**src/rtl/fetch_sequencer_if.sv**
```systemverilog
// rtl/fetch_sequencer_if.sv - memory read bus and instruction issue channel of the fetch sequencer
interface fetch_sequencer_if #(
    parameter int ADDR_WIDTH = 16,
    parameter int DATA_WIDTH = 8
);
    logic [ADDR_WIDTH-1:0] mem_addr_o;
    logic                  mem_rd_o;
    logic                  mem_ack_i;
    logic [DATA_WIDTH-1:0] mem_rdata_i;

    logic [1:0]            instr_len_i;
    logic [DATA_WIDTH-1:0] opcode_o;
    logic [DATA_WIDTH-1:0] operand_lo_o;
    logic [DATA_WIDTH-1:0] operand_hi_o;
    logic                  instr_valid_o;
    logic                  instr_ready_i;
    logic                  jump_i;
    logic [1:0]            jump_cond_i;
    logic                  halt_i;

    modport master (
        output mem_addr_o, mem_rd_o,
        input  mem_ack_i, mem_rdata_i,
        input  instr_len_i,
        output opcode_o, operand_lo_o, operand_hi_o, instr_valid_o,
        input  instr_ready_i, jump_i, jump_cond_i, halt_i
    );

    modport slave (
        input  mem_addr_o, mem_rd_o,
        output mem_ack_i, mem_rdata_i,
        output instr_len_i,
        input  opcode_o, operand_lo_o, operand_hi_o, instr_valid_o,
        output instr_ready_i, jump_i, jump_cond_i, halt_i
    );
endinterface

```
**src/rtl/fetch_sequencer.sv**
```systemverilog
// rtl/fetch_sequencer.sv - byte-serial instruction fetch, decode-length and issue sequencer
module fetch_sequencer #(
    parameter int                    ADDR_WIDTH   = 16,
    parameter int                    DATA_WIDTH   = 8,
    parameter logic [ADDR_WIDTH-1:0] RESET_VECTOR = ADDR_WIDTH'(16'hF000)
) (
    input  logic                  clk,
    input  logic                  reset,
    fetch_sequencer_if.master     bus,
    output logic [ADDR_WIDTH-1:0] pc_o,
    input  logic                  flag_zero_i,
    input  logic                  flag_negative_i,
    output logic                  halted_o
);
    typedef enum logic [2:0] {
        FETCH_OP,
        DECODE,
        FETCH_LO,
        FETCH_HI,
        ISSUE,
        HALTED
    } state_t;

    state_t                r_state;
    state_t                w_next_state;
    logic [ADDR_WIDTH-1:0] r_pc;
    logic [DATA_WIDTH-1:0] r_opcode;
    logic [DATA_WIDTH-1:0] r_operand_lo;
    logic [DATA_WIDTH-1:0] r_operand_hi;
    logic                  r_len_three;

    logic                  w_in_fetch;
    logic                  w_fetch_ack;
    logic                  w_accept;
    logic                  w_cond_met;
    logic                  w_take;
    logic [ADDR_WIDTH-1:0] w_jump_target;

    assign w_in_fetch    = (r_state == FETCH_OP) || (r_state == FETCH_LO) || (r_state == FETCH_HI);
    assign w_fetch_ack   = w_in_fetch && bus.mem_ack_i;
    assign w_accept      = (r_state == ISSUE) && bus.instr_ready_i;
    assign w_jump_target = ADDR_WIDTH'({r_operand_hi, r_operand_lo});

    always_comb begin
        w_cond_met = 1'b1;
        case (bus.jump_cond_i)
            2'b00:   w_cond_met = 1'b1;
            2'b01:   w_cond_met = flag_zero_i;
            2'b10:   w_cond_met = !flag_zero_i;
            default: w_cond_met = flag_negative_i;
        endcase
    end

    assign w_take = bus.jump_i && w_cond_met;

    always_ff @(posedge clk) begin
        if (reset) begin
            r_state <= FETCH_OP;
        end else begin
            r_state <= w_next_state;
        end
    end

    always_comb begin
        w_next_state = r_state;
        case (r_state)
            FETCH_OP: begin
                if (bus.mem_ack_i) begin
                    w_next_state = DECODE;
                end
            end
            DECODE: begin
                // A zero length decode is treated as a single-byte instruction.
                if (bus.instr_len_i <= 2'd1) begin
                    w_next_state = ISSUE;
                end else begin
                    w_next_state = FETCH_LO;
                end
            end
            FETCH_LO: begin
                if (bus.mem_ack_i) begin
                    w_next_state = r_len_three ? FETCH_HI : ISSUE;
                end
            end
            FETCH_HI: begin
                if (bus.mem_ack_i) begin
                    w_next_state = ISSUE;
                end
            end
            ISSUE: begin
                if (bus.instr_ready_i) begin
                    w_next_state = bus.halt_i ? HALTED : FETCH_OP;
                end
            end
            HALTED: begin
                w_next_state = HALTED;
            end
            default: begin
                w_next_state = FETCH_OP;
            end
        endcase
    end

    always_ff @(posedge clk) begin
        if (reset) begin
            r_pc         <= RESET_VECTOR;
            r_opcode     <= '0;
            r_operand_lo <= '0;
            r_operand_hi <= '0;
            r_len_three  <= 1'b0;
        end else begin
            if (w_fetch_ack) begin
                r_pc <= r_pc + ADDR_WIDTH'(1);
            end
            case (r_state)
                FETCH_OP: begin
                    // Operands are zeroed on the way into DECODE so unfetched bytes read as 0.
                    if (bus.mem_ack_i) begin
                        r_opcode     <= bus.mem_rdata_i;
                        r_operand_lo <= '0;
                        r_operand_hi <= '0;
                    end
                end
                DECODE: begin
                    r_len_three <= (bus.instr_len_i == 2'd3);
                end
                FETCH_LO: begin
                    if (bus.mem_ack_i) begin
                        r_operand_lo <= bus.mem_rdata_i;
                    end
                end
                FETCH_HI: begin
                    if (bus.mem_ack_i) begin
                        r_operand_hi <= bus.mem_rdata_i;
                    end
                end
                ISSUE: begin
                    // Halt wins over a jump: the pc keeps pointing past the HLT.
                    if (w_accept && !bus.halt_i && w_take) begin
                        r_pc <= w_jump_target;
                    end
                end
                default: begin
                end
            endcase
        end
    end

    assign bus.mem_addr_o    = r_pc;
    assign bus.mem_rd_o      = w_in_fetch && !reset;
    assign bus.opcode_o      = r_opcode;
    assign bus.operand_lo_o  = r_operand_lo;
    assign bus.operand_hi_o  = r_operand_hi;
    assign bus.instr_valid_o = (r_state == ISSUE);
    assign pc_o              = r_pc;
    assign halted_o          = (r_state == HALTED);
endmodule

```
**src/flat_wrapper.sv**
```systemverilog
// flat-port wrapper written by rule: the top's interface ports become plain ports
module fetch_sequencer_flat 
#(
    parameter int                    ADDR_WIDTH   = 16,
    parameter int                    DATA_WIDTH   = 8,
    parameter logic [ADDR_WIDTH-1:0] RESET_VECTOR = ADDR_WIDTH'(16'hF000)
)
  (clk, reset, pc_o, flag_zero_i, flag_negative_i, halted_o, bus_mem_addr_o, bus_mem_rd_o, bus_mem_ack_i, bus_mem_rdata_i, bus_instr_len_i, bus_opcode_o, bus_operand_lo_o, bus_operand_hi_o, bus_instr_valid_o, bus_instr_ready_i, bus_jump_i, bus_jump_cond_i, bus_halt_i);
  fetch_sequencer_if #(.ADDR_WIDTH(ADDR_WIDTH), .DATA_WIDTH(DATA_WIDTH)) bus_i ();
  input  logic clk;
  input  logic reset;
  output logic [ADDR_WIDTH-1:0] pc_o;
  input  logic flag_zero_i;
  input  logic flag_negative_i;
  output logic halted_o;
  output wire logic [$bits(bus_i.mem_addr_o)-1:0] bus_mem_addr_o;
  output wire logic [$bits(bus_i.mem_rd_o)-1:0] bus_mem_rd_o;
  input wire logic [$bits(bus_i.mem_ack_i)-1:0] bus_mem_ack_i;
  input wire logic [$bits(bus_i.mem_rdata_i)-1:0] bus_mem_rdata_i;
  input wire logic [$bits(bus_i.instr_len_i)-1:0] bus_instr_len_i;
  output wire logic [$bits(bus_i.opcode_o)-1:0] bus_opcode_o;
  output wire logic [$bits(bus_i.operand_lo_o)-1:0] bus_operand_lo_o;
  output wire logic [$bits(bus_i.operand_hi_o)-1:0] bus_operand_hi_o;
  output wire logic [$bits(bus_i.instr_valid_o)-1:0] bus_instr_valid_o;
  input wire logic [$bits(bus_i.instr_ready_i)-1:0] bus_instr_ready_i;
  input wire logic [$bits(bus_i.jump_i)-1:0] bus_jump_i;
  input wire logic [$bits(bus_i.jump_cond_i)-1:0] bus_jump_cond_i;
  input wire logic [$bits(bus_i.halt_i)-1:0] bus_halt_i;
  assign bus_mem_addr_o = bus_i.mem_addr_o;
  assign bus_mem_rd_o = bus_i.mem_rd_o;
  assign bus_i.mem_ack_i = bus_mem_ack_i;
  assign bus_i.mem_rdata_i = bus_mem_rdata_i;
  assign bus_i.instr_len_i = bus_instr_len_i;
  assign bus_opcode_o = bus_i.opcode_o;
  assign bus_operand_lo_o = bus_i.operand_lo_o;
  assign bus_operand_hi_o = bus_i.operand_hi_o;
  assign bus_instr_valid_o = bus_i.instr_valid_o;
  assign bus_i.instr_ready_i = bus_instr_ready_i;
  assign bus_i.jump_i = bus_jump_i;
  assign bus_i.jump_cond_i = bus_jump_cond_i;
  assign bus_i.halt_i = bus_halt_i;
  fetch_sequencer #(.ADDR_WIDTH(ADDR_WIDTH), .DATA_WIDTH(DATA_WIDTH), .RESET_VECTOR(RESET_VECTOR)) u_core (.clk(clk), .reset(reset), .bus(bus_i), .pc_o(pc_o), .flag_zero_i(flag_zero_i), .flag_negative_i(flag_negative_i), .halted_o(halted_o));
endmodule
```
**config.mk**
```make
export PLATFORM = sky130hd
export DESIGN_NAME = fetch_sequencer_flat
export DESIGN_NICKNAME = d
export VERILOG_FILES = /design/src/rtl/fetch_sequencer_if.sv /design/src/rtl/fetch_sequencer.sv /design/src/flat_wrapper.sv
export SDC_FILE = /design/constraint.sdc
export NUM_CORES = 1
export LEC_CHECK = 0
export CORE_MARGIN = 2
export CORE_UTILIZATION = 40
export DETAILED_ROUTE_END_ITERATION = 12
export PLACE_DENSITY = 0.76
export SLEW_MARGIN = 20
export SYNTH_ARGS = -nofsm -noshare
export SYNTH_HDL_FRONTEND = slang
export SYNTH_SLANG_ARGS = --single-unit
export TNS_END_PERCENT = 10
```
**constraint.sdc**
```tcl
create_clock -name clk -period 1.6 [get_ports clk]
set_input_delay 0.32 -clock clk [delete_from_list [all_inputs] [get_ports clk]]
set_output_delay 0.32 -clock clk [all_outputs]
set_load 0.02 [all_outputs]
```
==> Implementation_results.wiki <==
{| class="wikitable"
! Metric !! Value
|-
| Outcome || finished with violations
|-
| Violated checks || negative setup slack
|-
| Pin count of the biggest net entering global routing || 29
|-
| Worst Setup EP || u_core.bus.mem_addr_o[9]
|-
| MaxCap Viol Count || 0
|-
| Clk sink count || 44
|-
| Maximum buffer depth of the clock tree || 2
|-
| Proportion of synthesized flip-flops having asynchronous set or reset || 0%
|-
| Number of antenna violations at the first check in global routing || 0
|-
| Chip width || 77.9 µm
|-
| Post-layout power || 2520 µW
|-
| Class of the tightest hold or removal check || reg -> reg
|-
| Actual slew at the worst max-slew pin || between 300 and 400 ps
|-
| Number of enable-type register cells in the synthesized netlist || 0
|-
| Worst Path Max Fanout || 4
|-
| Total number of vias || 2359
|-
| Count of mapped cells out of synthesis || 270
|-
| CTS tree || yes
|-
| Max-slew violation count || 0
|-
| Top achievable clock speed || around 570 MHz
|-
| Combinational power share || around a quarter
|-
| Most used cells in the layout excluding fill and tap cells || sky130_fd_sc_hd__dlygate4sd2_1 (49), sky130_fd_sc_hd__buf_4 (35), sky130_fd_sc_hd__dfxtp_1 (34)
|-
| HPWL after DPL || roughly 4.7 mm
|-
| Hold bufs inserted after CTS || 0
|-
| Final Hold Violating Endpoints || 0
|-
| Arr. time, crit path || 1990 ps
|-
| Crit path time final || 1760 ps
|-
| Final Setup Violations || 15
|-
| Cell seen most often among critical-path stages || sky130_fd_sc_hd__buf_6
|-
| Wire length of the first global-routing pass || a little over 10 mm
|-
| Root Buffer Master || sky130_fd_sc_hd__clkbuf_8
|-
| Slowest-stage cell, CP || sky130_fd_sc_hd__or4_4
|-
| Starting Density || 42.0%
|-
| Leading cell type in the layout, fill and taps excluded || sky130_fd_sc_hd__dlygate4sd2_1
|-
| Depth of the CTS H-tree || 2
|-
| Cell depth of the worst flop-to-flop path || 6
|-
| Sequential fraction of the synthesis area || 40.3%
|-
| Layout cells sized above 1 || 21.9%
|-
| Per-instance average area after synthesis || between 8 and 9 µm²
|-
| Post-detailed-route via-to-cell ratio || 5.41
|-
| Critical path data required time || 1830 ps
|-
| Yosys cell types || 43
|-
| WS Path Type || reg -> reg
|-
| Net Count, Synth || 291
|-
| Share of total power in the clock network || approximately 29%
|-
| Relative contribution of sequential cells to total power || 46.8%
|-
| Final #Nets || 386
|-
| Buffers added on ports || 78
|-
| Post-DRT Antenna Nets || 0
|-
| Average routed wire per standard cell || 15.8 µm
|-
| Die Ht || 77.9 µm
|-
| Static power due to leakage || 0.00152 µW
|-
| Critical path capture point type || register
|-
| DRC violations left || 0
|-
| Reg clk slew, reported paths || 80 ps
|-
| Overflow after GRT || 0
|-
| FF+latch count, synth || 44
|-
| Setup repair after global routing missed its margin || yes
|-
| Worst reg2reg startpoint || u_core.r_state[0]
|-
| Clock Latency Late Sink || 300 ps
|-
| Area enclosed by the die boundary || between 0.006 and 0.007 mm²
|-
| Yosys warns || 0
|-
| Total CTS buffers || 5
|-
| Post-layout instance count excluding filler cells || approximately 440
|-
| Worst r2r dst || u_core.bus.mem_addr_o[9]
|-
| Cell count after placement || around 420
|-
| Startpoint of the lowest-slack hold path || u_core.bus.opcode_o[3]
|-
| Via count of the first global-routing pass || 2152
|-
| Crit path largest cell delay || about 540 ps
|-
| Fraction of power spent switching nets || 29.5%
|-
| Startpoint types || register
|-
| Tightest slew margin relative to the limit || approximately 76%
|-
| Pwr dens || 745 mW/mm²
|-
| Pre-CTS setup slack || -497 ps
|-
| Switching Power || 742 µW
|-
| Timing startpoint of the critical path || u_core.r_state[0]
|-
| Number of top-level pins || between 70 and 80
|-
| First-pass iteration count of the detailed router || 5
|-
| Area growth syn-to-layout || 54.8%
|-
| Total core area || 0.00520 mm²
|-
| Number of filler instances in the final layout || 483
|-
| Synthesized cell area || between 0.002 and 0.0025 mm²
|-
| Maximum vdd drop || 0.441 mV
|-
| Most common flop cell mapped by yosys || sky130_fd_sc_hd__dfxtp_1
|-
| Final critical-path setup slack || -158 ps
|-
| Violation count after the first detailed-route iteration || 238
|-
| Aggregate global-route resource usage || 20.7%
|-
| Wire length reported by the detailed router || 6.88 mm
|-
| Internal || 1780 µW
|-
| Ant. Diodes || 0
|-
| Critical Path, Cell by Cell || nor2b_4 -> buf_6 -> or4_4 -> buf_6 -> or3_1 -> a31oi_1
|-
| Portion of the clock cycle consumed by the worst path in the final layout || 110%
|-
| Final weighted congestion in routability-driven placement || 0.823
|-
| Count of standard-cell rows || 26
|-
| Minimum setup slack among reg-to-reg paths || -160 ps
|-
| Setup Skew || 7.39 ps
|}
## cells in the mapped netlist (3+ instances only)
| master | count | share of area [%] |
|---|---|---|
| sky130_fd_sc_hd__a211oi_1 | 3 | 1.0 |
| sky130_fd_sc_hd__a21oi_1 | 23 | 5.3 |
| sky130_fd_sc_hd__a22oi_1 | 9 | 3.1 |
| sky130_fd_sc_hd__a311oi_1 | 4 | 1.6 |
| sky130_fd_sc_hd__a31oi_1 | 6 | 1.7 |
| sky130_fd_sc_hd__buf_4 | 16 | 5.5 |
| sky130_fd_sc_hd__clkbuf_1 | 13 | 2.2 |
| sky130_fd_sc_hd__dfxtp_1 | 44 | 40 |
| sky130_fd_sc_hd__inv_1 | 5 | 0.86 |
| sky130_fd_sc_hd__nand2_1 | 33 | 5.7 |
| sky130_fd_sc_hd__nand2b_1 | 4 | 1.1 |
| sky130_fd_sc_hd__nand3_1 | 13 | 3.0 |
| sky130_fd_sc_hd__nor2_1 | 22 | 3.8 |
| sky130_fd_sc_hd__nor2b_1 | 4 | 1.1 |
| sky130_fd_sc_hd__nor3_1 | 11 | 2.5 |
| sky130_fd_sc_hd__nor4_1 | 4 | 1.1 |
| sky130_fd_sc_hd__o21ai_0 | 16 | 3.7 |
| sky130_fd_sc_hd__or3_1 | 5 | 1.4 |
| sky130_fd_sc_hd__xnor2_1 | 7 | 2.8 |
## layer usage
metal	vias to the layer above	part of all wire (%)	GRT usage [%]
li1	1132	-	-
met3	20	7.7	4.19
met4	0	2.1	5.61
met5	-	0	0
met1	1087	40	25.5
met2	120	50	36.5
## registers in the layout (all words and copies together), names as in the netlist
| name | cells |
|---|---|
| u_core.r_state | 3 |
| u_core.r_len_three | 1 |
| u_core.bus.mem_addr_o | 16 |
| u_core.bus.operand_lo_o | 8 |
| u_core.bus.operand_hi_o | 8 |
| u_core.bus.opcode_o | 8 |
## worst min path at each step
stage / end / slack (ps) / cells after the start
6_report: u_core.bus.opcode_o[3] / 460 / 2
3_5_place_dp: u_core.bus.opcode_o[4] / 450 / 2
4_1_cts: u_core.bus.opcode_o[4] / 460 / 2
3_3_place_gp: u_core.bus.opcode_o[1] / 450 / 2
2_1_floorplan: u_core.bus.opcode_o[0] / 460 / 2
5_1_grt: u_core.bus.opcode_o[4] / 490 / 2
## repair_timing
action / 4_1_cts / 5_1_grt
resized for setup: 71 / 20
endpoints found under the setup margin: 59 / 30
gates cloned: 0 / 2
pin swaps: 8 / 4
setup buffers: 6 / 2
## cell type report
| type | instances | area, µm² | area share [%] |
|---|---|---|---|
| clock buffers | 8 | 90.1 | 2.66 |
| repair buffers | 121 | 1110 | 32.9 |
| well taps | 70 | 87.6 | 2.59 |
| inverters | 5 | 18.8 | 0.555 |
| multi-input cells | 188 | 1170 | 34.5 |
| flip-flops and latches | 44 | 906 | 26.8 |
## logic make-up (layout without fill, tap and decap cells)
logic type | count (synthesis) | after routing | synth area share, %
buffers and inverters | 38 | 134 | 10.0
adder cells (fa/ha/maj) | 1 | 1 | 0.572
flip-flops | 44 | 44 | 40.3
multiplexers | 1 | 1 | 0.458
AND/OR/NAND/NOR | 114 | 114 | 27.8
XOR/XNOR | 7 | 7 | 2.80
AO/OA/AOI/OAI | 65 | 65 | 18.1
## worst max-delay path, delay by kind of cell, from the launching register on
family          cells  cell delay, ps
compound gates      1             130
flops               1             330
simple gates        3             970
buf+inv             2             250
## power by group through the flow
stage	combinational, µW	sequential, µW	clock, µW
floorplan	275	1240	0
global placement	557	1200	0
detailed placement	567	1210	0
CTS	581	1180	731
global route	652	1180	773
finish	610	1180	731
## per-stage QoR
stage | TNS [ps] | cell area [µm²] | hold WS [ps] | util [%]
5_1_grt | -2670 | 3380 | 493 | 65.0
3_3_place_gp | -9650 | 3160 | 447 | 60.7
2_1_floorplan | -334 | 2230 | 456 | -
6_report | -1360 | 3380 | 460 | 65.0
3_5_place_dp | -11060 | 3160 | 450 | 60.7
4_1_cts | -882 | 3260 | 464 | 62.7
Power figures use the tool's default switching activity.
==> RTL edit 1: new RTL, config.mk and constraints unchanged <==
Encoding of `state_t`: now one-hot (6 bits for 6 states).
--- a/src/rtl/fetch_sequencer.sv
+++ b/src/rtl/fetch_sequencer.sv
@@ -13,11 +13,11 @@
     output logic                  halted_o
 );
-    typedef enum logic [2:0] {
-        FETCH_OP,
-        DECODE,
-        FETCH_LO,
-        FETCH_HI,
-        ISSUE,
-        HALTED
+    typedef enum logic [5:0] {
+        FETCH_OP = 6'b000001,
+        DECODE   = 6'b000010,
+        FETCH_LO = 6'b000100,
+        FETCH_HI = 6'b001000,
+        ISSUE    = 6'b010000,
+        HALTED   = 6'b100000
     } state_t;
 
Behaviour: no difference found for any inputs over 10 cycles, from zero or initial values and one cycle with reset high; not proved beyond that.
==> RTL edit 1 against the original RTL <==
Area after synthesis grew 8.1%; sequential cell count is 3 higher; setup slack worse by 0.36 ns; design area is 17% higher; routed wire length rose by 20%; utilization up 5.5 points; via count rose by 9.3%; the flow still finishes with violations (setup timing).
Power is not compared: it rests on default switching activity, and its combinational part moved more than twofold at a synthesized area within 25%.
==> RTL edit 1: results (changes against the original RTL) <==
{
  "placement": {
    "preCtsSetupSlack": {"value": -0.9260, "unit": "ns", "change": "-0.4293 ns"},
    "dpl.cell_count": {"value": 436, "change": "+4.3%"},
    "global_placer_s_final_weighted_congestion": {"value": 0.8565, "change": "+4.1%"},
    "place_hpwl": {"value": 5091, "unit": "µm", "change": "+9.2%"}
  },
  "final_layout": {
    "post_route_cells_drive_above_1_share": {"value": 0.3264, "change": "+0.1078"},
    "nets": {"value": 403, "change": "+4.4%"},
    "fill_cells": {"value": 425, "change": "-12%"}
  },
  "timing": {
    "tns": {"value": -17.37, "unit": "ns", "change": "-16.00 ns"},
    "timing_worst_slew_pin_value": {"value": 0.4859, "unit": "ns", "change": "+0.1260 ns"},
    "timing.clock.skew": {"value": 0.006363, "unit": "ns", "change": "-0.001028 ns"},
    "report.final.setup_viol": {"value": 49, "change": "+34"},
    "finalWorstSetupSlack": {"value": -0.5182, "unit": "ns", "change": "-0.3601 ns"}
  },
  "synthesis": {
    "register_area_share_after_synthesis": {"value": 0.3983, "change": "-0.004671"},
    "syn-num-nets": {"value": 284, "change": "-2.4%"},
    "synth.mux.area_fraction": {"value": 0.04237, "change": "+0.03779"},
    "synth_top_cells_by_area": "dfxtp_1, nor2_1, buf_4"
  },
  "worst_setup_path": {
    "worst_ep_arrival_time": {"value": 2.33, "unit": "ns", "change": "+0.34 ns"}
  },
  "global_route": {
    "wire_length_of_the_first_global_routing_pass": {"value": 11810, "unit": "µm", "change": "+17%"},
    "first_global_vias": {"value": 2399, "change": "+11%"},
    "gr-usage-all-layers": {"value": 0.2343, "change": "+0.02777"}
  },
  "detailed_routing": {
    "drt_iter0_markers": {"value": 270, "change": "+13%"},
    "via_per_inst": {"value": 5.666, "change": "+4.7%"}
  },
  "outcome": {
    "violated_checks": "setup timing",
    "run_status": "finished, violations left"
  },
  "clock_network": {
    "worst_setup_hold_path_clk_slew": {"value": 0.10, "unit": "ns", "change": "+0.02 ns"}
  }
}
==> RTL edit 1: cell count changes in the layout (fill, tap and decap cells not counted), moves of 7 or more <==
cell / change
o21ai_0: -12
buf_6: +7
mux2i_1: +9
dfxtp_1: +9
a21oi_1: -18
nand3_1: -7
nand2_1: -27
nor2_4: +7
nor2_1: +11
a211oi_2: +8
xnor2_1: +7
buf_4: +13
==> RTL edit 1: layer usage <==
metal | track usage | vias up | wire length (µm)
met2 | 0.4008 | 149 | 4038
met1 | 0.2903 | 1221 | 3321
met5 | 0 | - | 0
met3 | 0.04444 | 35 | 562
li1 | - | 1173 | -
met4 | 0.09153 | 0 | 333
==> RTL edit 1: worst paths after layout <==
check | startpoint | endpoint
max reg2reg | u_core.r_state[5] | u_core.bus.mem_addr_o[15]
max | u_core.r_state[5] | u_core.bus.mem_addr_o[15]
min reg2reg | u_core.bus.opcode_o[6] | u_core.bus.opcode_o[6]
min | u_core.bus.opcode_o[6] | u_core.bus.opcode_o[6]
==> RTL edit 1: report_power, final <==
group,switching (W),internal [W]
clock,0.000459,0.000324
combinational,0.000820,0.000791
sequential,0.0000520,0.00126
==> RTL edit 1: critical path, cell delays in order (launching register included) <==
cell and delay (ns):
dfxtp_2 0.34, or4b_4 0.54, or4_4 0.52, or4_1 0.40, a21boi_1 0.14, o21bai_1 0.07
==> RTL edit 1: cell type report <==
cell class              instances  area (µm²)  area share
well taps                      72       90.09     0.02279
inverters                       8       30.03    0.007597
clock inverters                 3       27.53    0.006964
clock buffers                   5       68.82     0.01741
multi-input cells             178        1423      0.3599
repair buffers                142        1368      0.3460
flip-flops and latches         47       945.9      0.2393
==> RTL edit 1: timing repair <==
item	in CTS	in global routing
setup endpoints to repair	97	58
gates cloned	2	0
pin swaps	11	12
gates resized for setup	103	41
setup buffers	5	4
==> RTL edit 2: new RTL, config.mk and constraints unchanged <==
Without the edit above. `ADDR_WIDTH` is set to 16 in 3 places; all go to 15.
--- a/src/rtl/fetch_sequencer_if.sv
+++ b/src/rtl/fetch_sequencer_if.sv
@@ -1,5 +1,5 @@
 // rtl/fetch_sequencer_if.sv - memory read bus and instruction issue channel of the fetch sequencer
 interface fetch_sequencer_if #(
-    parameter int ADDR_WIDTH = 16,
+    parameter int ADDR_WIDTH = 15,
     parameter int DATA_WIDTH = 8
 );
--- a/src/rtl/fetch_sequencer.sv
+++ b/src/rtl/fetch_sequencer.sv
@@ -1,5 +1,5 @@
 // rtl/fetch_sequencer.sv - byte-serial instruction fetch, decode-length and issue sequencer
 module fetch_sequencer #(
-    parameter int                    ADDR_WIDTH   = 16,
+    parameter int                    ADDR_WIDTH   = 15,
     parameter int                    DATA_WIDTH   = 8,
     parameter logic [ADDR_WIDTH-1:0] RESET_VECTOR = ADDR_WIDTH'(16'hF000)
--- a/src/flat_wrapper.sv
+++ b/src/flat_wrapper.sv
@@ -2,5 +2,5 @@
 module fetch_sequencer_flat 
 #(
-    parameter int                    ADDR_WIDTH   = 16,
+    parameter int                    ADDR_WIDTH   = 15,
     parameter int                    DATA_WIDTH   = 8,
     parameter logic [ADDR_WIDTH-1:0] RESET_VECTOR = ADDR_WIDTH'(16'hF000)
Ports: changed (resized bus_mem_addr_o and pc_o); port bits go from 79 to 77. No check against the original RTL was run, so the function may have changed too.
==> RTL edit 2 against the original RTL <==
The flow still finishes with violations (setup timing); routed wire length shrank 4.4%; utilization shrank 0.70 points; combinational power shrank 1%; total power grew 3.7%; clock power grew 19%; register-to-register slack gained 0.08 ns; die area shrank 4.0%; sequential cell count shrank 1; design area shrank 3.5%; via count shrank 2.9%; setup slack gained 0.026 ns; sequential share of layout area shrank 0.088 points; area after synthesis shrank 4.2%; critical path type is now in -> reg.
==> RTL edit 2: results (changes against the original RTL) <==
{
  "synthesis": {
    "syn-num-nets": {"value": 275, "change": "-5.5%"},
    "netlist-cell-type-count": {"value": 42, "change": "-2.3%"},
    "synth_top_cells_by_count": "dfxtp_1, nand2_1, nor2_1",
    "synth.avg_cell_area": {"value": 8.246, "unit": "µm²", "change": "+1.9%"}
  },
  "power_and_ir_drop": {
    "power.static_leakage": {"value": 1.540, "unit": "nW", "change": "+1.2%"},
    "internal-power": {"value": 0.001853, "unit": "W", "change": "+4.2%"},
    "max-vdd-ir-drop": {"value": 0.5761, "unit": "mV", "change": "+31%"}
  },
  "detailed_routing": {
    "drt-total-wl": {"value": 6572, "unit": "µm", "change": "-4.4%"},
    "drt_iter0_markers": {"value": 200, "change": "-16%"},
    "dr_total_vias": {"value": 2290, "change": "-2.9%"}
  },
  "timing": {
    "fin_hold_ws": {"value": 0.4558, "unit": "ns", "change": "-0.003898 ns"},
    "finalWorstSetupSlack": {"value": -0.1319, "unit": "ns", "change": "+0.02620 ns"},
    "report.final.setup_viol": {"value": 4, "change": "-11"},
    "timing_worst_slew_pin_value": {"value": 0.3722, "unit": "ns", "change": "+0.01229 ns"},
    "tns": {"value": -0.2390, "unit": "ns", "change": "+1.123 ns"}
  },
  "global_route": {
    "gr-usage-all-layers": {"value": 0.1992, "change": "-0.007312"},
    "first_global_vias": {"value": 1935, "change": "-10%"},
    "wire_length_of_the_first_global_routing_pass": {"value": 9356, "unit": "µm", "change": "-6.9%"}
  },
  "worst_setup_path": {
    "worstPathMaxFanout": {"value": 6, "change": "+2"},
    "reg2regPathDepth": {"value": 7, "change": "+1"},
    "worst_ep_arrival_time": {"value": 1.92, "unit": "ns", "change": "-0.07 ns"},
    "ff2ff_setup_slack": {"value": -0.08, "unit": "ns", "change": "+0.08 ns"}
  },
  "placement": {
    "global_placer_s_final_weighted_congestion": {"value": 0.8996, "change": "+9.3%"},
    "placed_cell_area": {"value": 3027, "unit": "µm²", "change": "-4.2%"},
    "place_hpwl": {"value": 4339, "unit": "µm", "change": "-6.9%"},
    "dpl.cell_count": {"value": 406, "change": "-2.9%"},
    "preCtsSetupSlack": {"value": -0.4773, "unit": "ns", "change": "+0.01945 ns"}
  },
  "final_layout": {
    "nets": {"value": 369, "change": "-4.4%"},
    "number_of_standard_cells_in_the_layout_taps_in_and_fillers_out": {"value": 419, "change": "-3.9%"},
    "post_route_cells_drive_above_1_share": {"value": 0.2235, "change": "+0.004916"}
  },
  "outcome": {
    "violated_checks": "setup timing",
    "run_status": "finished, violations left"
  }
}
## RTL edit 2: timing repair
action	4_1_cts	5_1_grt
endpoints found under the setup margin	72	42
setup buffers	0	3
gates resized for setup	66	34
pin swaps	0	6
endpoints found under the hold margin	0	0
cloned	0	2
## RTL edit 2: area by class of cell
class,instances,area (µm²)
Sequential cell,43,870.8
Fill cell,455,1810
Clock buffer,5,68.82
Tap cell,70,87.58
Inverter,2,7.507
Multi-Input combinational cell,180,1151
Clock inverter,3,43.79
Timing Repair Buffer,116,1035
## RTL edit 2: layer usage
metal  GRT usage  vias to the layer above  part of all wire
met5           0                        -                 0
met1      0.2532                     1086              0.41
met3     0.03910                       20             0.076
met4     0.06545                        0             0.023
li1            -                     1068                 -
met2      0.3389                      116              0.49
## RTL edit 2: path summary, 6_finish.rpt
kind                          startpoint                         to
setup / recovery      bus_jump_cond_i[1]  u_core.bus.mem_addr_o[10]
hold / removal    u_core.bus.opcode_o[5]     u_core.bus.opcode_o[5]
setup reg to reg       u_core.r_state[0]   u_core.bus.mem_addr_o[1]
hold reg to reg   u_core.bus.opcode_o[5]     u_core.bus.opcode_o[5]
## RTL edit 2: cells by family (layout without fill, tap and decap cells)
group / count (synthesis) / in the layout / share of synthesized area
XOR/XNOR: 9 / 9 / 0.03764
AO/OA/AOI/OAI: 55 / 56 / 0.1738
flip-flops: 43 / 43 / 0.4110
buffers and inverters: 32 / 126 / 0.09797
AND/OR/NAND/NOR: 113 / 113 / 0.2688
adder cells (fa/ha/maj): 1 / 1 / 0.005973
multiplexers: 1 / 1 / 0.004779
## RTL edit 2: critical path, cell delays in order
cell	delay (ns)
clkdlybuf4s50_1	0.47
and3_4	0.23
o2111ai_4	0.34
buf_4	0.20
nor2_1	0.04
a311oi_1	0.33
